File: config.mk
export PLATFORM = sky130hd
export DESIGN_NAME = cmos_capture
export DESIGN_NICKNAME = d
export VERILOG_FILES = /design/src/rtl/cmos_capture.sv
export SDC_FILE = /design/constraint.sdc
export NUM_CORES = 1
export LEC_CHECK = 0
export BUFFER_PORTS_ARGS = -buffer_cell sky130_fd_sc_hd__clkbuf_2
export CORE_ASPECT_RATIO = 0.7
export CORE_MARGIN = 5
export CORE_UTILIZATION = 25
export DETAILED_ROUTE_END_ITERATION = 6
export PLACE_DENSITY = 0.41
export SYNTH_ARGS = -nofsm -noshare
export SYNTH_HDL_FRONTEND = slang
export SYNTH_SLANG_ARGS = --single-unit
File: constraint.sdc
create_clock -name cmos_pclk -period 7.3 [get_ports cmos_pclk]
set_input_delay 0.73 -clock cmos_pclk [delete_from_list [all_inputs] [get_ports cmos_pclk]]
set_output_delay 0.73 -clock cmos_pclk [all_outputs]
set_load 0.005 [all_outputs]
File: src/rtl/cmos_capture.sv
`timescale 1ns/1ps
// cmos_capture: DVP byte bus -> RGB565 pixel stream with frame skip and
// frame error tracking.
// Ports: cmos_pclk/rst_n clock and async reset; cmos_data/href/vsyn camera
// bus; pix_* pixel stream with position; frame_done/cnt/err frame status.
module cmos_capture #(
  parameter int H_ACTIVE   = 512,
  parameter int V_ACTIVE   = 8,
  parameter int FRAME_SKIP = 2
) (
  input  logic        cmos_pclk,
  input  logic        rst_n,
  input  logic [7:0]  cmos_data,
  input  logic        cmos_href,
  input  logic        cmos_vsyn,
  output logic [15:0] pix_data,
  output logic        pix_valid,
  output logic        pix_sof,
  output logic        pix_eol,
  output logic [15:0] pix_x,
  output logic [15:0] pix_y,
  output logic        frame_done,
  output logic [15:0] frame_cnt,
  output logic        frame_err
);

  localparam logic [15:0] HA = 16'(H_ACTIVE);
  localparam logic [15:0] VA = 16'(V_ACTIVE);
  localparam logic [15:0] SK = 16'(FRAME_SKIP);

  typedef enum logic [1:0] {
    IDLE, SKIP, ARMED, CAPT
  } state_e;

  function automatic logic [15:0] inc16(
    input logic [15:0] v
  );
    return (v == 16'hFFFF) ? v : v + 16'd1;
  endfunction

  logic [7:0]  data_d1_q;
  logic        href_d1_q, href_d2_q;
  logic        vsyn_d1_q, vsyn_d2_q;

  state_e      state_q, state_d;
  logic [15:0] skip_q, skip_d;
  logic        phase_q, phase_d;
  logic [7:0]  hi_q, hi_d;
  logic [15:0] x_q, x_d;
  logic [15:0] y_q, y_d;
  logic        got_q, got_d;
  logic        err_q, err_d;

  logic        s1_vld_q, s1_vld_d;
  logic        s1_sof_q, s1_sof_d;
  logic        s1_eol_q, s1_eol_d;
  logic [15:0] s1_dat_q, s1_dat_d;
  logic [15:0] s1_x_q, s1_x_d;
  logic [15:0] s1_y_q, s1_y_d;
  logic        s1_done_q, s1_done_d;
  logic        s1_ferr_q, s1_ferr_d;

  logic vs_rise, vs_fall, href_fall;
  logic accept, trunc;
  logic [15:0] y_fin;

  assign vs_rise   = vsyn_d1_q & ~vsyn_d2_q;
  assign vs_fall   = ~vsyn_d1_q & vsyn_d2_q;
  assign href_fall = ~href_d1_q & href_d2_q;

  always_ff @(posedge cmos_pclk or negedge rst_n) begin
    if (!rst_n) begin
      data_d1_q <= '0;
      href_d1_q <= 1'b0;
      href_d2_q <= 1'b0;
      vsyn_d1_q <= 1'b0;
      vsyn_d2_q <= 1'b0;
    end else begin
      data_d1_q <= cmos_data;
      href_d1_q <= cmos_href;
      href_d2_q <= href_d1_q;
      vsyn_d1_q <= cmos_vsyn;
      vsyn_d2_q <= vsyn_d1_q;
    end
  end

  always_comb begin
    state_d   = state_q;
    skip_d    = skip_q;
    phase_d   = phase_q;
    hi_d      = hi_q;
    x_d       = x_q;
    y_d       = y_q;
    got_d     = got_q;
    err_d     = err_q;
    s1_vld_d  = 1'b0;
    s1_sof_d  = 1'b0;
    s1_eol_d  = 1'b0;
    s1_done_d = 1'b0;
    s1_dat_d  = s1_dat_q;
    s1_x_d    = s1_x_q;
    s1_y_d    = s1_y_q;
    s1_ferr_d = s1_ferr_q;
    accept    = 1'b0;
    trunc     = 1'b0;
    y_fin     = y_q;

    unique case (state_q)
      IDLE: begin
        if (vs_rise) begin
          skip_d  = '0;
          state_d = (SK == 16'd0) ? ARMED : SKIP;
        end
      end
      SKIP: begin
        if (vs_rise) begin
          skip_d = skip_q + 16'd1;
          if (skip_q + 16'd1 == SK) state_d = ARMED;
        end
      end
      ARMED: begin
        if (vs_fall) begin
          state_d = CAPT;
          x_d     = '0;
          y_d     = '0;
          err_d   = 1'b0;
          phase_d = 1'b0;
          got_d   = 1'b0;
        end
      end
      CAPT: begin
        accept = href_d1_q & ~vsyn_d1_q;
        if (accept) begin
          got_d   = 1'b1;
          phase_d = ~phase_q;
          if (!phase_q) begin
            hi_d = data_d1_q;
          end else begin
            x_d = inc16(x_q);
            if (x_q < HA && y_q < VA) begin
              s1_vld_d = 1'b1;
              s1_dat_d = {hi_q, data_d1_q};
              s1_x_d   = x_q;
              s1_y_d   = y_q;
              s1_sof_d = (x_q == 16'd0) && (y_q == 16'd0);
              s1_eol_d = (x_q == HA - 16'd1);
            end else begin
              err_d = 1'b1;
            end
          end
        end
        if (href_fall) begin
          phase_d = 1'b0;
          x_d     = '0;
          got_d   = 1'b0;
          if (got_q) begin
            y_d = inc16(y_q);
            if (x_q != HA || phase_q) err_d = 1'b1;
          end
        end
        // A frame sync arriving while a line is still open cuts it short.
        trunc = vs_rise & got_q & ~href_fall;
        y_fin = trunc ? inc16(y_q) : y_d;
        if (vs_rise) begin
          s1_done_d = 1'b1;
          s1_ferr_d = err_d | trunc | (y_fin != VA);
          phase_d   = 1'b0;
          got_d     = 1'b0;
          state_d   = ARMED;
        end
      end
    endcase
  end

  always_ff @(posedge cmos_pclk or negedge rst_n) begin
    if (!rst_n) begin
      state_q   <= IDLE;
      skip_q    <= '0;
      phase_q   <= 1'b0;
      hi_q      <= '0;
      x_q       <= '0;
      y_q       <= '0;
      got_q     <= 1'b0;
      err_q     <= 1'b0;
      s1_vld_q  <= 1'b0;
      s1_sof_q  <= 1'b0;
      s1_eol_q  <= 1'b0;
      s1_dat_q  <= '0;
      s1_x_q    <= '0;
      s1_y_q    <= '0;
      s1_done_q <= 1'b0;
      s1_ferr_q <= 1'b0;
    end else begin
      state_q   <= state_d;
      skip_q    <= skip_d;
      phase_q   <= phase_d;
      hi_q      <= hi_d;
      x_q       <= x_d;
      y_q       <= y_d;
      got_q     <= got_d;
      err_q     <= err_d;
      s1_vld_q  <= s1_vld_d;
      s1_sof_q  <= s1_sof_d;
      s1_eol_q  <= s1_eol_d;
      s1_dat_q  <= s1_dat_d;
      s1_x_q    <= s1_x_d;
      s1_y_q    <= s1_y_d;
      s1_done_q <= s1_done_d;
      s1_ferr_q <= s1_ferr_d;
    end
  end

  // Output stage keeps pixels and the frame strobe in stream order.
  always_ff @(posedge cmos_pclk or negedge rst_n) begin
    if (!rst_n) begin
      pix_valid  <= 1'b0;
      pix_sof    <= 1'b0;
      pix_eol    <= 1'b0;
      pix_data   <= '0;
      pix_x      <= '0;
      pix_y      <= '0;
      frame_done <= 1'b0;
      frame_cnt  <= '0;
      frame_err  <= 1'b0;
    end else begin
      pix_valid  <= s1_vld_q;
      pix_sof    <= s1_sof_q;
      pix_eol    <= s1_eol_q;
      pix_data   <= s1_dat_q;
      pix_x      <= s1_x_q;
      pix_y      <= s1_y_q;
      frame_done <= s1_done_q;
      if (s1_done_q) begin
        frame_cnt <= frame_cnt + 16'd1;
        frame_err <= s1_ferr_q;
      end
    end
  end

endmodule
# [After elaboration in Yosys (flattened, before gate mapping)]
# Cells that the tools add are included.
# Widths: inputs -> output; s select.
[word_totals] elab_cells=135 regBits=195 out_inout_bits=69 in_bits=12
[op_classes] addsub=4 n_mux=52 n_lt_le_gt_ge=2 n_eq_ne=18 bitwise_logic=13 n_reduce_logical=16
[op_table] operator="$mux 16" n=12
[op_table] operator="$pmux 16 s2" n=3
[op_table] operator="$add 16x1->16 const B" n=4
[op_table] operator="$eq 16x16->1 const B" n=2
[op_table] operator="$logic_not 16->1" n=2
[op_table] operator="$mux 1" n=28
[op_table] operator="$eq 16x2->1 const B" n=1
[op_table] operator="$eq 16x9->1 const B" n=1
[op_table] operator="$lt 16x10->1 const B" n=1
[op_table] operator="$lt 16x4->1 const B" n=1
[op_table] operator="$ne 16x10->1 const B" n=1
[op_table] operator="$ne 16x4->1 const B" n=1
[op_table] operator="$mux 2" n=5
[op_table] operator="$ne 2x2->1 const B" n=5
[op_table] operator="$reduce_and 5->1" n=2
[op_table] operator="$ne 3x3->1 const B" n=3
[op_table] operator="$reduce_and 3->1" n=3
[op_table] operator="$pmux 2 s4" n=1
[op_table] operator="$and 1x1->1" n=6
[op_table] operator="$pmux 1 s2" n=3
[op_table] operator="$not 1->1" n=5
[op_table] operator="$eq 2x2->1 const B" n=2
[op_table] operator="$ne 4x4->1 const B" n=1
[op_table] operator="$reduce_and 2->1" n=2
[op_table] operator="7 further kinds" n=10

# [Logic depth before layout (Yosys ltp)]
[logic_depth] word_depth=11 mapped_depth=9 mapped_depth_nobuf=8

# [Worst setup path after synthesis]
# Ideal clock, no wire load.
[synth_timing] kind="register -> register" startpoint="reg y_q[0]" endpoint="reg s1_ferr_q" t_required_ps=7168 path_stages_with_launch=9 path_buffers=0 arrival_ps=2210 setup_time_ps=132 period_less_slack_ps=2342 setup_slack_ps=4958 path_cell_list="dfrtp_1 > ha_1 > nand4_1 > or4_4 > and2_4 > o31ai_1 > o2111ai_1 > a2111oi_2 > o22ai_1"
[synth_via] elab_chain_cells=11 word_cells_on_any_way=19 classes_between="add/sub: 1; order compare: 1; eq/ne: 2; mux: 12; bitwise: 2; reduce/logical: 1"
[synth_rtl] element="from (decl)" line="50" rtl="logic [15:0] y_q, y_d;"
[synth_rtl] element="from (signal assigned)" line="199" rtl="y_q <= y_d;"
[synth_rtl] element="$lt 16x4->1" line="140" rtl="if (x_q < HA && y_q < VA) begin"
[synth_rtl] element="$logic_and 1x1->1" line="140"
[synth_rtl] element="$mux 1" line="140"
[synth_rtl] element="$mux 1" line="136" rtl="if (!phase_q) begin"
[synth_rtl] element="$mux 1" line="133" rtl="if (accept) begin"
[synth_rtl] element="$mux 1" line="158" rtl="if (x_q != HA || phase_q) err_d = 1'b1;"
[synth_rtl] element="$mux 1" line="156" rtl="if (got_q) begin"
[synth_rtl] element="$mux 1" line="152" rtl="if (href_fall) begin"
[synth_rtl] element="$mux 1" line="108" rtl="unique case (state_q)"
[synth_rtl] element="$or 1x1->1" line="166" rtl="s1_ferr_d = err_d | trunc | (y_fin != VA);"
[synth_rtl] element="$or 1x1->1 *" line="166"
[synth_rtl] element="to (signal assigned)" line="209" rtl="s1_ferr_q <= s1_ferr_d;"
[synth_rtl] element="to (decl)" line="61" rtl="logic s1_ferr_q, s1_ferr_d;"
# Every way passes the cells marked *; elsewhere a longest branch is shown, timed or not. The select of a mux whose other input is x is not followed.
# A chain may end at the register's enable or synchronous reset.

# [Final worst setup path]
[layout_timing] startpoint="reg y_q[8]" endpoint="reg s1_ferr_q"
# The elaborated chain is that of the path after synthesis.

==> run_results.csv <==
group,metric,value,unit
clock_tree,htreeDepth,4,
global_route,grt_pass1_vias,5442,
critical_path,endpoint_kind,"flip-flop",
die,num_rows,55,
clock_tree,cts.sinks,195,
synth,synth_area_leader_cell,"dfrtp_1",
detailed_routing,vias_per_cell,4.39,
detailed_routing,wl,17.5,mm
sta,worstMarginPinSlew,1.16,ns
synth,synthArstFlopShare,100,%
sta,slew_violations,0,
layout,multi_input_area,3000,um^2
synth,yosysWarnings,0,
power_and_ir_drop,p_switching,0.000778,W
critical_path,crit_chain,"nand4_1 > or4_4 > and2_4 > o31ai_1 > o2111ai_1 > a2111oi_2 > o22ai_1",
power_and_ir_drop,comb_power_share,14.9,%
layout,syn_to_final_growth,17.8,%
power_and_ir_drop,switching_share,28.7,%
critical_path,crit_path_max_fanout,12,
power_and_ir_drop,p_int,0.00193,W
job,cap_violations,0,
sta,maxSlewHeadroom,22.8,%
critical_path,crit_family,"simple AND/OR/NAND/NOR gates",
synth,ys_seq_area_share,60.4,%
synth,ys_ff_latch,195,
sta,setup_viol_count_final,0,
detailed_routing,drc,0,
clock_tree,clk_latency,0.43,ns
synth,ys_types,63,
worst_hold_path,hold_path.class,"primary input to async pin",
sta,fin_ws,4.62,ns
detailed_routing,drt_first_pass_iters,4,
critical_path,required,7.60,ns
power_and_ir_drop,p_clk_share,35.8,%
sta,tns,0,ns
global_route,grt_max_degree,86,
power_and_ir_drop,p_leak,4.46,nW
critical_path,slowest_delay,0.63,ns
clock_tree,cts.path.max_buffers,2,
placement,io_buffer_count,80,
sta,finClkSkew,0.0123,ns
detailed_routing,drt_iter0_drc,381,
sta,final_hold_viol_count,0,
layout,layout-drive-gt1-share,21.9,%
layout,fin_nets,796,
critical_path,critPathLaunchType,"flip-flop",
global_route,grt_remaining_overflow,0,
clock_tree,post_cts.repair.setup_buffers,0,
layout,seq_area,4880,um^2
placement,hpwl,11.8,mm
detailed_routing,avgRoutedWirePerCell,14.4,um
die,die_h,160,um
die,core_area,32100,um^2
global_route,antenna_found_initial,0,
sta,fin_hold_ws,0.323,ns
detailed_routing,postRouteAntennaNets,0,
layout,antennaDiodeCount,0,
critical_path,r2r_setup_slack,4.62,ns
clock_tree,ctsHoldBuffers,0,
synth,synth.cell_area,8080,um^2
global_route,gr-usage-all-layers,10.2,%
die,initial_utilization,25.2,%
sta,period_share,36.8,%
synth,syn_area_per_cell,11.4,um^2
die,die_w,225,um
clock_tree,cts_resized,0,
critical_path,crit_arrival,2.99,ns
synth,synth_fp_nets,728,
power_and_ir_drop,vdd_drop_max,142,uV
synth,netlist_instances,709,
power_and_ir_drop,powerDensity,285,nW/um^2
detailed_routing,vias,5344,
power_and_ir_drop,p_total,0.00271,W
critical_path,path_class,"flip-flop to flip-flop",
power_and_ir_drop,seqPwrFrac,49.3,%
global_route,grt_pass1_wl,30.2,mm
clock_tree,clk_pin_slew,0.07,ns
placement,dp_slack,4.62,ns
clock_tree,root_buffer,"clkbuf_16",
clock_tree,cts_made_buffers,17,
die,dieArea,36100,um^2
die,io_pins,81,
synth,netlist_top_cells_area,"dfrtp_1, mux2_2, o21ai_0, nor2_1, nand2_1",
placement,routabilityCongestion,0.830,
sta,max_freq,0.372,GHz
layout,fill_cells,3323,
clock_tree,cts_tree,"done",
sta,rsz0062_at_grt,"no",
synth,ys.flop_type,"dfrtp_1",
sta,fin_crit,2.68,ns
synth,synth_top_area_share,60.4,%
status,status,"finished, final reports clean",
critical_path,critPathSlowestCell,"or4_4",
synth,synth-edff-count,0,
critical_path,worst-path-buf-inv,0,
-- placed cells by master (no fill, tap or decap), types with 8 or more instances in the layout --
master	count
a31oi_1	8
xnor2_1	16
xor2_1	14
nor3_1	15
mux2_2	38
dfrtp_1	195
nor2b_1	23
nor2_1	61
nand2_1	60
clkbuf_16	17
and3_1	12
a21oi_1	21
nand3_1	25
mux2i_1	13
o31ai_1	8
o21ai_0	48
nand4_1	18
inv_1	13
clkbuf_2	79
-- sequential cells by signal, summed over array words and instances, names as in the netlist, 2 cells and up --
name	count
x_q	16
data_d1_q	8
s1_x_q	16
skip_q	16
s1_dat_q	16
state_q	2
y_q	16
pix_data	16
hi_q	8
pix_x	16
pix_y	16
s1_y_q	16
frame_cnt	16
-- final cells by class --
cell class / count / area share, %
Clock buffer: 20 / 4.90
Timing Repair Buffer: 85 / 4.69
Sequential cell: 195 / 51.3
Multi-Input combinational cell: 465 / 31.5
Clock inverter: 11 / 1.52
Tap cell: 427 / 5.61
Inverter: 13 / 0.513
-- worst paths after layout --
check,start,end,depth (start not counted)
max in group asynchronous,rst_n,vsyn_d1_q,2
hold / removal,rst_n,frame_cnt[6],1
setup reg to reg,y_q[8],s1_ferr_q,7
hold reg to reg,s1_eol_q,pix_eol,0
setup / recovery,y_q[8],s1_ferr_q,7
min in group cmos_pclk,s1_eol_q,pix_eol,0
-- cell usage after synthesis (4+ instances only) --
| library cell | count |
|---|---|
| nor3_1 | 15 |
| buf_2 | 6 |
| and4_1 | 4 |
| xnor2_1 | 16 |
| xor2_1 | 14 |
| mux2i_1 | 13 |
| inv_1 | 13 |
| nor2_1 | 61 |
| nor2b_1 | 23 |
| clkbuf_1 | 26 |
| a21oi_1 | 21 |
| mux2_2 | 38 |
| o21ai_0 | 49 |
| ha_1 | 7 |
| a31oi_1 | 8 |
| nand3_1 | 25 |
| nor4_1 | 4 |
| nand4_1 | 18 |
| nand2_1 | 60 |
| and3_1 | 12 |
| o31ai_1 | 8 |
| dfrtp_1 | 195 |
| nand2b_1 | 6 |
-- per-stage QoR --
stage	utilization, %	cells	instance area [um^2]
6_report	29.7	1216	9520
5_1_grt	29.7	1216	9520
4_1_cts	29.7	1216	9520
3_5_place_dp	27.8	1185	8910
3_3_place_gp	27.8	1185	8910
2_1_floorplan	-	709	8080
-- logic make-up after synthesis --
kind of cell	Yosys count	share of synthesized area (%)
AO/OA/AOI/OAI	115	8.86
XOR/XNOR	30	3.25
adder cells (fa/ha/maj)	7	1.08
buffers and inverters	49	2.65
flip-flops	195	60.4
multiplexers	51	6.91
AND/OR/NAND/NOR	262	16.8
-- metal layers --
metal	vias up	routed length, um	track usage (%)
li1	2630	-	-
met1	2610	9320	15.9
met2	98	7260	14.1
met3	6	868	3.12
met4	0	95	1.91
met5	-	0	0
-- worst register-to-register path, delay by kind of cell (launching register included) --
family / cells / cell delay (ns)
simple gates: 3 / 1.10
compound gates: 4 / 0.87
flops: 1 / 0.59
-- power groups by stage --
stage               Clock [W]  Sequential, W  Combinational, W
floorplan                   0        0.00131          0.000278
global placement            0        0.00136          0.000419
detailed placement          0        0.00136          0.000418
CTS                   0.00101        0.00134          0.000420
global route          0.00106        0.00136          0.000469
finish               0.000971        0.00134          0.000405
Power figures use the tool's default switching activity.
